`config.mk`:
```
export PLATFORM = sky130hd
export DESIGN_NAME = display_scan_ctrl
export DESIGN_NICKNAME = d
export VERILOG_FILES = /design/src/rtl/display_pkg.sv /design/src/rtl/display_scan_ctrl_tick.sv /design/src/rtl/display_scan_ctrl.sv
export SDC_FILE = /design/constraint.sdc
export NUM_CORES = 1
export LEC_CHECK = 0
export CORE_MARGIN = 3
export CORE_UTILIZATION = 30
export CTS_CLUSTER_DIAMETER = 40
export DETAILED_ROUTE_END_ITERATION = 10
export GPL_TIMING_DRIVEN = 0
export PLACE_DENSITY = 0.5
export SLEW_MARGIN = 10
export SYNTH_ARGS = -nofsm -noshare
export SYNTH_HDL_FRONTEND = slang
export SYNTH_SLANG_ARGS = --single-unit
```
`constraint.sdc`:
```
create_clock -name clk -period 3.2 [get_ports clk]
set_input_delay 0.96 -clock clk [delete_from_list [all_inputs] [get_ports clk]]
set_output_delay 0.96 -clock clk [all_outputs]
set_load 0.05 [all_outputs]
```
`src/rtl/display_pkg.sv`:
```
// Shared constants, commit FSM states and glyph codes
// for the 8-digit 7-segment scan controller.
package display_pkg;

  localparam int unsigned DIGITS  = 8;
  localparam int unsigned GLYPH_W = 6;
  localparam int unsigned FRAME_W = DIGITS * GLYPH_W;
  localparam int unsigned IDX_W   = 3;

  localparam logic [IDX_W-1:0] LAST_IDX = 3'd7;

  localparam logic [GLYPH_W-1:0] G_0     = 6'd0;
  localparam logic [GLYPH_W-1:0] G_1     = 6'd1;
  localparam logic [GLYPH_W-1:0] G_2     = 6'd2;
  localparam logic [GLYPH_W-1:0] G_3     = 6'd3;
  localparam logic [GLYPH_W-1:0] G_4     = 6'd4;
  localparam logic [GLYPH_W-1:0] G_5     = 6'd5;
  localparam logic [GLYPH_W-1:0] G_6     = 6'd6;
  localparam logic [GLYPH_W-1:0] G_7     = 6'd7;
  localparam logic [GLYPH_W-1:0] G_8     = 6'd8;
  localparam logic [GLYPH_W-1:0] G_9     = 6'd9;
  localparam logic [GLYPH_W-1:0] G_A     = 6'd10;
  localparam logic [GLYPH_W-1:0] G_B     = 6'd11;
  localparam logic [GLYPH_W-1:0] G_C     = 6'd12;
  localparam logic [GLYPH_W-1:0] G_D     = 6'd13;
  localparam logic [GLYPH_W-1:0] G_E     = 6'd14;
  localparam logic [GLYPH_W-1:0] G_F     = 6'd15;
  localparam logic [GLYPH_W-1:0] G_H     = 6'd16;
  localparam logic [GLYPH_W-1:0] G_L     = 6'd17;
  localparam logic [GLYPH_W-1:0] G_P     = 6'd18;
  localparam logic [GLYPH_W-1:0] G_DASH  = 6'd19;
  localparam logic [GLYPH_W-1:0] G_BLANK = 6'd63;

  typedef enum logic {
    ST_IDLE    = 1'b0,
    ST_PENDING = 1'b1
  } commit_state_t;

  function automatic logic [DIGITS-1:0] digit_onehot(
    input logic [IDX_W-1:0] idx
  );
    return DIGITS'(1) << idx;
  endfunction

  function automatic logic [GLYPH_W-1:0] glyph_at(
    input logic [FRAME_W-1:0] frame,
    input logic [IDX_W-1:0]   idx
  );
    return frame[idx*GLYPH_W +: GLYPH_W];
  endfunction

endpackage

```
`src/rtl/display_scan_ctrl_tick.sv`:
```
// Free-running divider: tick on the last count of
// each DIV-cycle slot, guard while count < GUARD.
module scan_tick_gen #(
  parameter int unsigned DIV   = 8,
  parameter int unsigned GUARD = 2
) (
  input  logic clk,
  input  logic rst_n,
  output logic o_tick,
  output logic o_guard
);

  localparam int unsigned CW =
    (DIV > 1) ? $clog2(DIV) : 1;
  localparam logic [CW-1:0] LAST = CW'(DIV - 1);

  if (DIV < GUARD + 2) begin : g_bad_div
    $error("scan_tick_gen: DIV must be >= GUARD+2");
  end

  logic [CW-1:0] r_cnt;

  // slot counter, wraps DIV-1 -> 0
  always_ff @(posedge clk or negedge rst_n) begin
    if (!rst_n)      r_cnt <= '0;
    else if (o_tick) r_cnt <= '0;
    else             r_cnt <= r_cnt + 1'b1;
  end

  assign o_tick = (r_cnt == LAST);

  if (GUARD == 0) begin : g_no_guard
    assign o_guard = 1'b0;
  end else begin : g_guard
    localparam logic [CW-1:0] GD = CW'(GUARD);
    assign o_guard = (r_cnt < GD);
  end

endmodule

```
`src/rtl/display_scan_ctrl.sv`:
```
// Digit scan + double-buffered frame commit at wrap.
// Optional blink feature: DISPLAY_SCAN_BLINK_EN.
module display_scan_ctrl
  import display_pkg::*;
#(
  parameter int unsigned CLK_HZ  = 100_000_000,
  parameter int unsigned SCAN_HZ = 1_000,
  parameter int unsigned GUARD   = 2
`ifdef DISPLAY_SCAN_BLINK_EN
  ,
  parameter int unsigned BLINK_HZ = 2
`endif
) (
  input  logic               clk,
  input  logic               rst_n,
  input  logic               frame_wr,
  input  logic [FRAME_W-1:0] frame_data,
  input  logic [DIGITS-1:0]  blank_mask,
`ifdef DISPLAY_SCAN_BLINK_EN
  input  logic [DIGITS-1:0]  blink_mask,
`endif
  output logic               frame_pending,
  output logic               frame_ack,
  output logic [DIGITS-1:0]  choose,
  output logic [GLYPH_W-1:0] display_data
);

  localparam int unsigned DIV = CLK_HZ / SCAN_HZ;

  logic w_tick;
  logic w_guard;

  scan_tick_gen #(
    .DIV   (DIV),
    .GUARD (GUARD)
  ) u_scan (
    .clk     (clk),
    .rst_n   (rst_n),
    .o_tick  (w_tick),
    .o_guard (w_guard)
  );

  logic [IDX_W-1:0]   r_idx;
  logic [FRAME_W-1:0] r_shadow;
  logic [FRAME_W-1:0] r_active;
  commit_state_t      r_state;
  commit_state_t      w_state_nxt;
  logic               w_commit;
  logic               r_ack;
  logic [DIGITS-1:0]  r_choose;
  logic [GLYPH_W-1:0] r_data;
  logic [DIGITS-1:0]  w_en_mask;
  logic [DIGITS-1:0]  w_choose_nxt;

`ifdef DISPLAY_SCAN_BLINK_EN
  localparam int unsigned BLINK_DIV =
    CLK_HZ / (2 * BLINK_HZ);

  logic w_blink_tick;
  logic w_blink_guard;
  logic r_blink_off;

  scan_tick_gen #(
    .DIV   (BLINK_DIV),
    .GUARD (0)
  ) u_blink (
    .clk     (clk),
    .rst_n   (rst_n),
    .o_tick  (w_blink_tick),
    .o_guard (w_blink_guard)
  );

  // blink phase: starts on, flips every half period
  always_ff @(posedge clk or negedge rst_n) begin
    if (!rst_n)            r_blink_off <= 1'b0;
    else if (w_blink_tick) r_blink_off <= ~r_blink_off;
  end
`endif

  // digit index advances once per slot
  always_ff @(posedge clk or negedge rst_n) begin
    if (!rst_n)      r_idx <= '0;
    else if (w_tick) r_idx <= r_idx + 1'b1;
  end

  // commit FSM state register
  always_ff @(posedge clk or negedge rst_n) begin
    if (!rst_n) r_state <= ST_IDLE;
    else        r_state <= w_state_nxt;
  end

  // commit only at the 7->0 wrap so a frame never tears
  always_comb begin
    w_state_nxt = r_state;
    w_commit    = 1'b0;
    unique case (r_state)
      ST_IDLE: begin
        if (frame_wr) w_state_nxt = ST_PENDING;
      end
      ST_PENDING: begin
        if (w_tick && (r_idx == LAST_IDX)) begin
          w_commit = 1'b1;
          if (!frame_wr) w_state_nxt = ST_IDLE;
        end
      end
      default: w_state_nxt = ST_IDLE;
    endcase
  end

  // shadow takes latest write; active takes old shadow
  always_ff @(posedge clk or negedge rst_n) begin
    if (!rst_n) begin
      r_shadow <= '0;
      r_active <= '0;
    end else begin
      if (frame_wr) r_shadow <= frame_data;
      if (w_commit) r_active <= r_shadow;
    end
  end

  // live enable mask with optional blink suppression
  always_comb begin
    w_en_mask = ~blank_mask;
`ifdef DISPLAY_SCAN_BLINK_EN
    if (r_blink_off) w_en_mask = w_en_mask & ~blink_mask;
`endif
    w_choose_nxt = '0;
    if (!w_guard)
      w_choose_nxt = digit_onehot(r_idx) & w_en_mask;
  end

  // registered outputs
  always_ff @(posedge clk or negedge rst_n) begin
    if (!rst_n) begin
      r_ack    <= 1'b0;
      r_choose <= '0;
      r_data   <= '0;
    end else begin
      r_ack    <= w_commit;
      r_choose <= w_choose_nxt;
      r_data   <= glyph_at(r_active, r_idx);
    end
  end

  assign frame_pending = (r_state == ST_PENDING);
  assign frame_ack     = r_ack;
  assign choose        = r_choose;
  assign display_data  = r_data;

endmodule

```
==> results of run 1 <==
-- how the worst min path moves through the flow --
stage | start | to | slack [ns] | cells after the start
global placement | u_scan.r_cnt[0] | u_scan.r_cnt[0] | 0.48 | 1
detailed placement | r_shadow[0] | r_active[0] | 0.49 | 1
floorplan | u_scan.r_cnt[0] | u_scan.r_cnt[0] | 0.45 | 1
finish | rst_n | u_scan.r_cnt[7] | 0.46 | 1
global route | rst_n | u_scan.r_cnt[7] | 0.48 | 1
CTS | rst_n | u_scan.r_cnt[7] | 0.47 | 1
-- kinds of logic (layout without fill, tap and decap cells) --
family | Yosys count | in the layout | synth area share
AO/OA/AOI/OAI | 3 | 3 | 0.003389
AND/OR/NAND/NOR | 75 | 75 | 0.07433
flip-flops | 132 | 132 | 0.5965
XOR/XNOR | 15 | 15 | 0.02372
adder cells (fa/ha/maj) | 7 | 7 | 0.01581
buffers and inverters | 23 | 129 | 0.02485
multiplexers | 110 | 110 | 0.2614
-- layout make-up --
type                       instances  area [sq um]
multi-input combinational        210          2097
clock inverter                    15         226.5
sequential                       132          3303
clock buffer                      17         425.4
tap                              229         286.5
timing repair buffer              74         759.5
buffer                            17         115.1
fill                            1717         10790
inverter                           6         22.52
-- per-layer routing --
layer  routed length (um)  part of all wire  GRT usage
met5                    0                 0          0
met3                  570             0.049    0.03775
met4                  209             0.018    0.04848
met1                 5366              0.46     0.1692
met2                 5603              0.48     0.1922
-- state kept, by name (all words and copies together) (netlist names) --
| register | cells |
|---|---|
| r_active | 48 |
| r_idx | 3 |
| display_data | 6 |
| frame_ack | 1 |
| r_shadow | 48 |
| u_scan.r_cnt | 17 |
| frame_pending | 1 |
| choose | 8 |
-- power breakdown --
group / switching [mW] / total (mW) / leakage, nW / internal (mW)
combinational: 0.0759 / 0.197 / 1.17 / 0.121
clock: 0.765 / 2.16 / 0.311 / 1.39
sequential: 0.0324 / 1.76 / 1.71 / 1.73
total: 0.873 / 4.12 / 3.20 / 3.24
-- placed cells by master, fill, tap and decap left out, types with 5 or more instances in the layout --
cell	n
bufinv_16	5
clkbuf_1	6
clkbuf_16	17
clkdlybuf4s50_1	72
dfrtp_1	132
ha_1	7
inv_1	6
inv_6	5
mux2_2	77
mux2_4	20
mux4_2	12
nand2_1	23
nand3_1	7
nand4_1	7
nor2_1	13
nor4_1	5
nor4b_1	6
xnor2_1	7
xor2_1	8
==> flow_metrics.tcl, run 1 <==
set metrics [dict create \
    status "finished clean" \
    hold_path_class "in -> async" \
    cap_violations 0 \
    nNetsFinal 524 \
    clk_pin_slew_ns 0.06 \
    core_area_sq_mm 0.01802 \
    final_cells 700 \
    syn_to_final_growth_pct 30.66 \
    cts_buffer_depth 2 \
    synth_top_area_cell "dfrtp_1" \
    synth_nets 431 \
    p_total_mw 4.117 \
    ctsResizeCount 0 \
    r2r_slack_ns 1.05 \
    grt_max_degree 87 \
    clock_sinks 132 \
    worst-r2r-cell-count 7 \
    cts_tree "done" \
    required_ns 2.24 \
    synth_ff_type "dfrtp_1" \
    track_usage 0.1259 \
    die-area_sq_mm 0.02013 \
    antenna_left 0 \
    fin_hold_ws_ns 0.4617 \
    rows 49 \
    final_area_sq_mm 0.007236 \
    powerDensity_mw_per_mm2 568.9 \
    cpLargestDelayFamily "buffers and inverters" \
    postCtsSetupRepairBufs 0 \
    path_cells "clkdlybuf4s50_1" \
    path_class "reg -> out" \
    grt_setup_unrepaired "false" \
    drive_above_1_share 0.3270 \
    vias 3206 \
    synth.avg_cell_area_sq_um 15.17 \
    crit-reg2reg-launch "u_scan.r_cnt[0]" \
    hpwl_mm 8.095 \
    pin_count 75 \
    setup_tns_ns 0 \
    ys_top_cells_by_area "dfrtp_1, mux2_2, mux2_4, mux4_2, ha_1" \
    finClkSkew_ns 0.01024 \
    timing.final.crit_share 0.8004 \
    yosysTopAreaCellShare 0.5965 \
    max_freq_mhz 390.4 \
    ys_seq_elements 132 \
    r2r_end "r_active[35]" \
    post-route-util 0.4014 \
    start_kind "flop" \
    arrival_ns 1.60 \
    synthCells 365 \
    netlist_area_sq_mm 0.005538 \
    place.gp.congestion 0.7433 \
    crit_buf_inv 1 \
    io_buffers 73 \
    viasPerCell 4.580 \
    synth_edf_count 0 \
    wl_per_cell_um 16.78 \
    ir_drop_mv 0.5320 \
    htreeDepth 4 \
    synth_commonest_cells "dfrtp_1, mux2_2, nand2_1" \
    drc 0 \
    endpoint_kind "output port" \
    diodes 0 \
    relSlewSlack 0.5068 \
    crit_start "frame_pending" \
    antenna_found_initial 0 \
    overflow 0 \
    critPathCapture "frame_pending" \
    worstPathMaxFanout 3 \
    start_util 0.3072 \
    grt_pass1_vias 3452 \
    clock-root-buffer "clkbuf_16" \
    clkLatencyLatePin_ns 0.42 \
    numCtsBuffers 17 \
    yosysMostFrequentCell "dfrtp_1" \
    synthArstFlopShare 1.000 \
    min_period_ns 2.561 \
    dp_cells 668 \
    cp_num_cells 1 \
    die_h_um 141.9 \
    slowest_delay_ns 0.81 \
    final-max-slew-violation-count 0 \
    tightest_slew_ns 0.7399 \
    yosysUniqueCellTypes 35 \
    power.leakage_nw 3.198 \
    critPathSlowestCell "clkdlybuf4s50_1" \
    holdBufCountCts 0 \
    drt_wl_total_mm 11.75 \
    drtPass1Iterations 5 \
    die_x_um 141.9 \
    grt_pass1_wl_mm 19.17 \
    initialDrtViolationCount 148 \
    ys_seq_area_frac 0.5965 \
    hold_viol 0 \
    setup_viol 0 \
    setup_slack_ns 0.6388 \
    pre_cts_slack_ns 0.8606 \
    yosys_warnings 0 \
    placed_area_sq_mm 0.006584 \
]
Power figures use the tool's default switching activity.
==> inputs of run 2 (changes only) <==
--- a/config.mk
+++ b/config.mk
@@ -10,7 +10,7 @@
 export CTS_CLUSTER_DIAMETER = 40
 export DETAILED_ROUTE_END_ITERATION = 10
 export GPL_TIMING_DRIVEN = 0
-export PLACE_DENSITY = 0.5
+export PLACE_DENSITY = 0.52
 export SLEW_MARGIN = 10
 export SYNTH_ARGS = -nofsm -noshare
 export SYNTH_HDL_FRONTEND = slang
==> constraint.sdc (replaced) <==
create_clock -name clk -period 2.3 [get_ports clk]
set_input_delay 0.69 -clock clk [delete_from_list [all_inputs] [get_ports clk]]
set_output_delay 0.69 -clock clk [all_outputs]
set_load 0.05 [all_outputs]
==> run 2 against run 1 <==
Against the previous run:
- die area unchanged
- largest power group unchanged
- critical path type unchanged
- core utilization increased by 0.24 points
- total power increased by 42%
==> flow_metrics.tcl, run 2 (synthesis gave the netlist of run 1 again) <==
set metrics [dict create \
    required_ns 1.61 \
    start_util 0.3072 \
    die-area_sq_mm 0.02013 \
    dr_wl_met2_mm 5.599 \
    wl_per_cell_um 16.65 \
    wl_met1_mm 5.334 \
    arrival_ns 1.56 \
    final_cell_mix "dfrtp_1, mux2_2, clkdlybuf4s50_1" \
    setup_tns_ns 0 \
    antenna_left 0 \
    powerDensity_mw_per_mm2 805.0 \
    timing.final.crit_share 0.9768 \
    cap_violations 0 \
    hold_viol 0 \
    drtPass1Iterations 4 \
    overflow 0 \
    cpLargestDelayFamily "buffers and inverters" \
    grt_pass1_vias 3524 \
    cts_buffer_depth 2 \
    initialDrtViolationCount 110 \
    critPathSlowestCell "clkdlybuf4s50_1" \
    hpwl_mm 8.110 \
    viasPerCell 4.653 \
    clock_sinks 132 \
    core_area_sq_mm 0.01802 \
    routed-wl-met3_um 498 \
    holdBufCountCts 0 \
    r2r_end "r_active[29]" \
    path_cells "clkdlybuf4s50_1" \
    nNetsFinal 524 \
    diodes 0 \
    endpoint_kind "output port" \
    final-max-slew-violation-count 0 \
    final_common_cell "dfrtp_1" \
    drt_wl_total_mm 11.66 \
    die_x_um 141.9 \
    worstPathMaxFanout 1 \
    register_area_sq_mm 0.003303 \
    postCtsSetupRepairBufs 0 \
    crit-reg2reg-launch "u_scan.r_cnt[0]" \
    clk_pin_slew_ns 0.05 \
    clock-root-buffer "clkbuf_16" \
    power.leakage_nw 3.270 \
    drc 0 \
    grt_pass1_wl_mm 18.82 \
    path_class "reg -> out" \
    antenna_found_initial 0 \
    tightest_slew_ns 0.8371 \
    top_layer_used "met4" \
    relSlewSlack 0.4419 \
    slowest_delay_ns 0.81 \
    io_buffers 73 \
    syn_to_final_growth_pct 31.45 \
    clkLatencyLatePin_ns 0.42 \
    die_h_um 141.9 \
    post-route-util 0.4039 \
    rows 49 \
    min_period_ns 2.247 \
    status "finished clean" \
    grt_setup_unrepaired "false" \
    vias 3257 \
    r2r_slack_ns 0.17 \
    htreeDepth 4 \
    cts_tree "done" \
    drive_above_1_share 0.3248 \
    setup_viol 0 \
    pin_count 75 \
    hold_path_class "in -> async" \
    crit_buf_inv 1 \
    track_usage 0.1241 \
    grt_max_degree 71 \
    worst-r2r-cell-count 7 \
    place.gp.congestion 0.7820 \
    ir_drop_mv 0.5182 \
    finClkSkew_ns 0.006352 \
    multi_input_area_sq_mm 0.002097 \
    max_freq_mhz 445.1 \
    reg_top3 "r_active (48), r_shadow (48), u_scan.r_cnt (17)" \
    numCtsBuffers 17 \
    n_fill_cell 1713 \
    start_kind "flop" \
]
-- run 2: cell count changes in the layout (fill, tap and decap cells not counted), sizes merged --
cell | previous run | this run
bufinv | 5 | 6
clkbuf | 24 | 30
clkinv | 2 | 3
dlymetal6s2s | 0 | 2
inv | 11 | 6
clkdlybuf4s50 | 72 | 68
dlygate4sd2 | 0 | 2
clkinvlp | 3 | 0
-- run 2: final cells by class --
type / instances / area share
buffer: 17 / 0.01581
clock buffer: 23 / 0.06841
clock inverter: 9 / 0.02681
inverter: 6 / 0.003094
multi-input combinational: 210 / 0.2881
sequential: 132 / 0.4538
tap: 229 / 0.03936
timing repair buffer: 74 / 0.1047
-- run 2: where the power goes --
group	leakage [nW]	switching, mW	total [mW]	internal, mW
sequential	1.71	0.0432	2.45	2.41
combinational	1.21	0.106	0.275	0.169
clock	0.343	0.960	3.13	2.17
total	3.27	1.11	5.86	4.75
-- run 2: worst max path at each step --
stage                     from         endpoint  depth (start not counted)
5_1_grt        display_data[1]  display_data[1]                          1
4_1_cts        display_data[4]  display_data[4]                          1
2_1_floorplan  u_scan.r_cnt[0]     r_active[27]                          7
6_report       display_data[1]  display_data[1]                          1
3_5_place_dp          r_idx[1]     r_active[29]                          7
3_3_place_gp             rst_n     r_shadow[13]                          1
-- run 2: layer usage --
| metal | track usage | vias to the layer above |
|---|---|---|
| met5 | 0 | - |
| li1 | - | 1495 |
| met3 | 0.03202 | 17 |
| met2 | 0.1937 | 69 |
| met1 | 0.1628 | 1676 |
| met4 | 0.05606 | 0 |
-- run 2: repair_timing --
item                                    in CTS  in global routing
pin swaps                                    0                  0
endpoints found under the setup margin       2                  2
gates resized for setup                      2                  2
-- run 2: through the flow --
stage                     total power [mW]  instance area (sq um)  hold slack (ns)  instances  worst slack (ns)
after CTS                            5.946                   7274           0.2751        700          0.001572
after global placement               2.765                   6555           0.4823        667            -4.713
final                                5.860                   7279           0.2589        700           0.05327
after floorplan                      2.586                   5538           0.3944        365            0.4182
after detailed placement             2.779                   6584           0.4843        668            0.1314
after global routing                 6.070                   7279           0.3053        700           0.01035
